## src/rtl/rx_fifo.sv

```systemverilog
// rx_fifo: receive-side byte FIFO with first-word-fall-through read port,
// registered occupancy count and a sticky overflow flag for dropped pushes.
module rx_fifo #(
  parameter int DATA_WIDTH = 8,
  parameter int ADDR_WIDTH = 3
) (
  input  logic                  clk,
  input  logic                  rst,
  input  logic                  push,
  input  logic [DATA_WIDTH-1:0] wdata,
  input  logic                  pop,
  input  logic                  clr_ovf,
  output logic [DATA_WIDTH-1:0] rdata,
  output logic                  empty,
  output logic                  full,
  output logic [ADDR_WIDTH:0]   count,
  output logic                  overflow
);

  localparam int unsigned DEPTH = 2 ** ADDR_WIDTH;
  localparam logic [ADDR_WIDTH:0] FULL_COUNT = (ADDR_WIDTH + 1)'(DEPTH);

  logic [DATA_WIDTH-1:0] mem [DEPTH];
  logic [ADDR_WIDTH-1:0] wr_ptr;
  logic [ADDR_WIDTH-1:0] rd_ptr;
  logic [ADDR_WIDTH:0]   count_q;
  logic                  ovf_q;

  logic do_pop;
  logic do_push;
  logic drop;

  // Status decode and accept/drop qualification; a full FIFO still accepts a
  // push when the head is popped in the same cycle.
  always_comb begin
    empty   = (count_q == '0);
    full    = (count_q == FULL_COUNT);
    do_pop  = pop & ~empty;
    do_push = push & (~full | do_pop);
    drop    = push & full & ~pop;
    rdata   = empty ? '0 : mem[rd_ptr];
  end

  assign count    = count_q;
  assign overflow = ovf_q;

  // Storage array; contents are intentionally not reset.
  always_ff @(posedge clk) begin
    if (!rst && do_push) begin
      mem[wr_ptr] <= wdata;
    end
  end

  // Pointers and occupancy count.
  always_ff @(posedge clk) begin
    if (rst) begin
      wr_ptr  <= '0;
      rd_ptr  <= '0;
      count_q <= '0;
    end else begin
      if (do_push) begin
        wr_ptr <= wr_ptr + ADDR_WIDTH'(1);
      end
      if (do_pop) begin
        rd_ptr <= rd_ptr + ADDR_WIDTH'(1);
      end
      case ({do_push, do_pop})
        2'b10:   count_q <= count_q + (ADDR_WIDTH + 1)'(1);
        2'b01:   count_q <= count_q - (ADDR_WIDTH + 1)'(1);
        default: count_q <= count_q;
      endcase
    end
  end

  // Sticky overflow; a drop in the same cycle as clr_ovf leaves it set.
  always_ff @(posedge clk) begin
    if (rst) begin
      ovf_q <= 1'b0;
    end else if (drop) begin
      ovf_q <= 1'b1;
    end else if (clr_ovf) begin
      ovf_q <= 1'b0;
    end
  end

endmodule
```

## config.mk

```make
export PLATFORM = sky130hd
export DESIGN_NAME = rx_fifo
export DESIGN_NICKNAME = d
export VERILOG_FILES = /design/src/rtl/rx_fifo.sv
export SDC_FILE = /design/constraint.sdc
export NUM_CORES = 1
export LEC_CHECK = 0
export BUFFER_PORTS_ARGS = -buffer_cell sky130_fd_sc_hd__buf_4
export CAP_MARGIN = 20
export CORE_ASPECT_RATIO = 1.4
export CORE_MARGIN = 4
export CORE_UTILIZATION = 56
export CTS_CLUSTER_DIAMETER = 80
export CTS_CLUSTER_SIZE = 20
export DETAILED_ROUTE_END_ITERATION = 8
export GPL_TIMING_DRIVEN = 0
export HOLD_SLACK_MARGIN = 0.03
export PLACE_DENSITY_LB_ADDON = 0.05
export SLEW_MARGIN = 15
export SYNTH_ARGS = -nofsm -noshare
export SYNTH_HDL_FRONTEND = slang
export SYNTH_SLANG_ARGS = --single-unit
```

## constraint.sdc

```tcl
create_clock -name clk -period 3.2 [get_ports clk]
set_input_delay 0.64 -clock clk [delete_from_list [all_inputs] [get_ports clk]]
set_output_delay 0.64 -clock clk [all_outputs]
set_load 0.01 [all_outputs]
```

==> run summary <==
CTS root buf - clkbuf_8
Max H-tree Level - 3
CORE AREA - 5570 sq um
area share of fa/ha/maj cells after synthesis - 1.16%
worst skew pair latency - 350 ps
DR iter-0 viols - 123
HPWL after detailed placement - 4190 um
CP arrival - 2150 ps
fin. max-slew vios - 0
clk buf depth - 2
ant diodes - 0
pre-CTS setup slack - 651 ps
TritonCTS clock tree - built
Port Buffers - 26
chip height - 98.1 um
startpoint types - register
achievable frequency - 0.358 GHz
post-CTS setup buffer count - 0
synth top area cells - edfxtp_1 59%, mux4_2 11%, dfxtp_1 8.6%, mux2i_1 3.4%, nor2_1 2.5%
largest net degree at the start of global routing - 14
Rel. slew slack - 42.5%
max-cap viol count - 0
clock share of power - 30.2%
Initial Util - 58.3%
Synth Instances - 191
register area - 2200 sq um
Post-Syn Nets - 207
Setup Crit Path Kind - register to primary output
Synth Warn # - 0
final hold viol count - 0
vias per cell - 5.72
GRT Residual Overflow - 0
clock-pin slew on the worst setup and hold paths - 70 ps
clock sink count - 78
largest family of logic cells by synthesized area - multiplexers
Mapped Area - 3250 sq um
CP bufs+invs - 3
period utilization - 87.3%
Final min period - 2790 ps
worst min path class - register to register
Simple-Gate Fraction of Synth Area - 7.67%
multi-input logic area - 1000 sq um
Internal - 0.00207 W
GRT Resource Usage Total - 18.9%
CP max FO - 10
nets@finish - 246
FF+latch count, synth - 78
fillers - 346
initial antenna violation count - 0
sequential share of the synthesized area - 67.8%
compound-cell area share of the yosys netlist - 4.32%
First-pass DRT Iterations - 4
Non-Filler Instances - 303
Yosys top cell area share - 59.2%
Sw Ratio - 27.2%
largest area contributor in the netlist - edfxtp_1
IO Count - 28
status - finished clean
Die W - 72.4 um
share of cells above drive strength 1 - 34.9%
routed wire length per instance - 19.9 um
Inst Count DP - 287
worst-margin pin slew - 860 ps
Worst VDD drop - 0.000488 V
crit-path cells - buf_1 -> buf_2 -> mux4_2 -> mux2i_1 -> nor2_1 -> buf_4
routability cong. - 0.700
Num CTS Buffers - 9
mux cell area share after synthesis - 14.5%
CP Data Required Time - 2560 ps
crit path max-delay cell type - buf_1
RSZ-0062 raised after global routing - false
DR vias - 1733
worst setup slack after layout - 408 ps
Area Growth Syn to Fin - 18.1%
cell family with most CP delay - buffers and inverters
Rows - 32
CP endpoint kind - primary output
Remaining DRCs - 0
LEAKAGE - 1.30 nW
vias in the first global route - 1946
first-pass GRT wire length - 9780 um
DIE AREA - 7100 sq um
Hold Buf Count CTS - 0
post-synthesis xor/xnor area fraction - 1.89%
synth unique cells - 36
clock skew - 13.8 ps
Post-Route WL - 6030 um
post-cts sizing count - 0
slowest stage delay, CP - 380 ps
Psw - 0.000770 W
PD cells - 740 nW/um^2
Final setup viols - 0
Final ANT Viol Nets - 0
Logic pwr share - 28.6%
Seq pwr share - 41.2%
Mean Syn Cell Area - 17.0 sq um
power by group through the flow:
stage | clock (W) | combinational (W) | sequential (W)
2_1_floorplan | 0 | 0.000528 | 0.00119
3_3_place_gp | 0 | 0.000776 | 0.00119
3_5_place_dp | 0 | 0.000807 | 0.00119
4_1_cts | 0.000865 | 0.000810 | 0.00117
5_1_grt | 0.000921 | 0.000883 | 0.00117
6_report | 0.000856 | 0.000811 | 0.00117
state kept, by name, summed over array words and instances, names as in the netlist, named ones only:
name and cells:
mem 64, overflow 1, wr_ptr 3, rd_ptr 3
count 4
final timing paths:
kind | slack, ps | endpoint | from | depth (start not counted)
worst max-delay path | 410 | rdata[3] | register | 6
worst max register to register | 830 | count[2]$_SDFFE_PP0P_ | count[2]$_SDFFE_PP0P_ | 9
worst min-delay path | 480 | overflow$_SDFFE_PP0P_ | overflow$_SDFFE_PP0P_ | 2
worst min register to register | 480 | overflow$_SDFFE_PP0P_ | overflow$_SDFFE_PP0P_ | 2
logic make-up after synthesis:
family / after synthesis
adder cells (fa/ha/maj): 3
buffers and inverters: 17
AND/OR/NAND/NOR: 47
multiplexers: 27
XOR/XNOR: 7
AO/OA/AOI/OAI: 12
flip-flops: 78
cell usage in the layout (no fill, tap or decap), types with 2 or more instances in the layout:
cell type,instances
buf_2,6
nor3_2,4
buf_4,30
nor4_2,2
xnor2_1,5
nand2_1,3
dfxtp_1,14
buf_1,2
nand3b_1,2
edfxtp_1,64
clkbuf_16,3
ha_1,3
clkbuf_8,10
xor2_1,2
mux2i_1,11
clkbuf_1,5
nor2_1,22
mux4_2,16
a21oi_1,3
nand2b_1,5
inv_1,2
o211ai_2,2
stage by stage:
stage	hold WS, ps	power [W]	TNS, ps	util (%)	area (sq um)
detailed placement	472	0.00200	0	64.2	3570
CTS	481	0.00284	0	68.7	3820
global placement	465	0.00196	-131	63.4	3530
finish	476	0.00284	0	68.9	3830
global route	516	0.00298	0	68.9	3830
floorplan	473	0.00172	0	-	3250
worst register-to-register path: cells and delay by family, from the launching register on:
family / cells / cell delay [ps]
AOI/OAI and AO/OA: 3 / 950
xor gates and xnor gates: 1 / 90
adders and majority gates: 1 / 210
buffers and inverters: 1 / 190
DFF: 1 / 340
and+or+nand+nor: 3 / 480
Yosys cell counts, drive strengths merged:
cell / number
a211oi: 1
a21oi: 3
a311oi: 1
buf: 11
clkbuf: 3
dfxtp: 14
edfxtp: 64
ha: 3
inv: 3
mux2i: 11
mux4: 16
nand2: 3
nand2b: 5
nand3b: 2
nand4b: 1
nor2: 22
nor3: 5
nor3b: 1
nor4: 4
nor4bb: 1
o211ai: 2
o21ai: 1
o221ai: 1
o311a: 1
o311ai: 1
o41ai: 1
or2: 2
or4b: 1
xnor2: 5
xor2: 2
layout make-up:
| cell class | count | area share, % |
|---|---|---|
| Buffer | 14 | 1.96 |
| Clock buffer | 15 | 5.74 |
| Clock inverter | 1 | 0.783 |
| Inverter | 3 | 0.294 |
| Multi-Input combinational cell | 96 | 26.1 |
| Sequential cell | 78 | 57.4 |
| Tap cell | 68 | 2.22 |
| Timing Repair Buffer | 28 | 5.48 |
routing by layer:
metal	vias up	global-route usage (%)	part of all wire, %
met5	-	0	0
met2	35	34.5	56
met4	0	6.51	1.3
met1	875	21.4	39
li1	815	-	-
met3	8	3.60	3.8
Note: power is estimated with default switching activity, not from simulation.
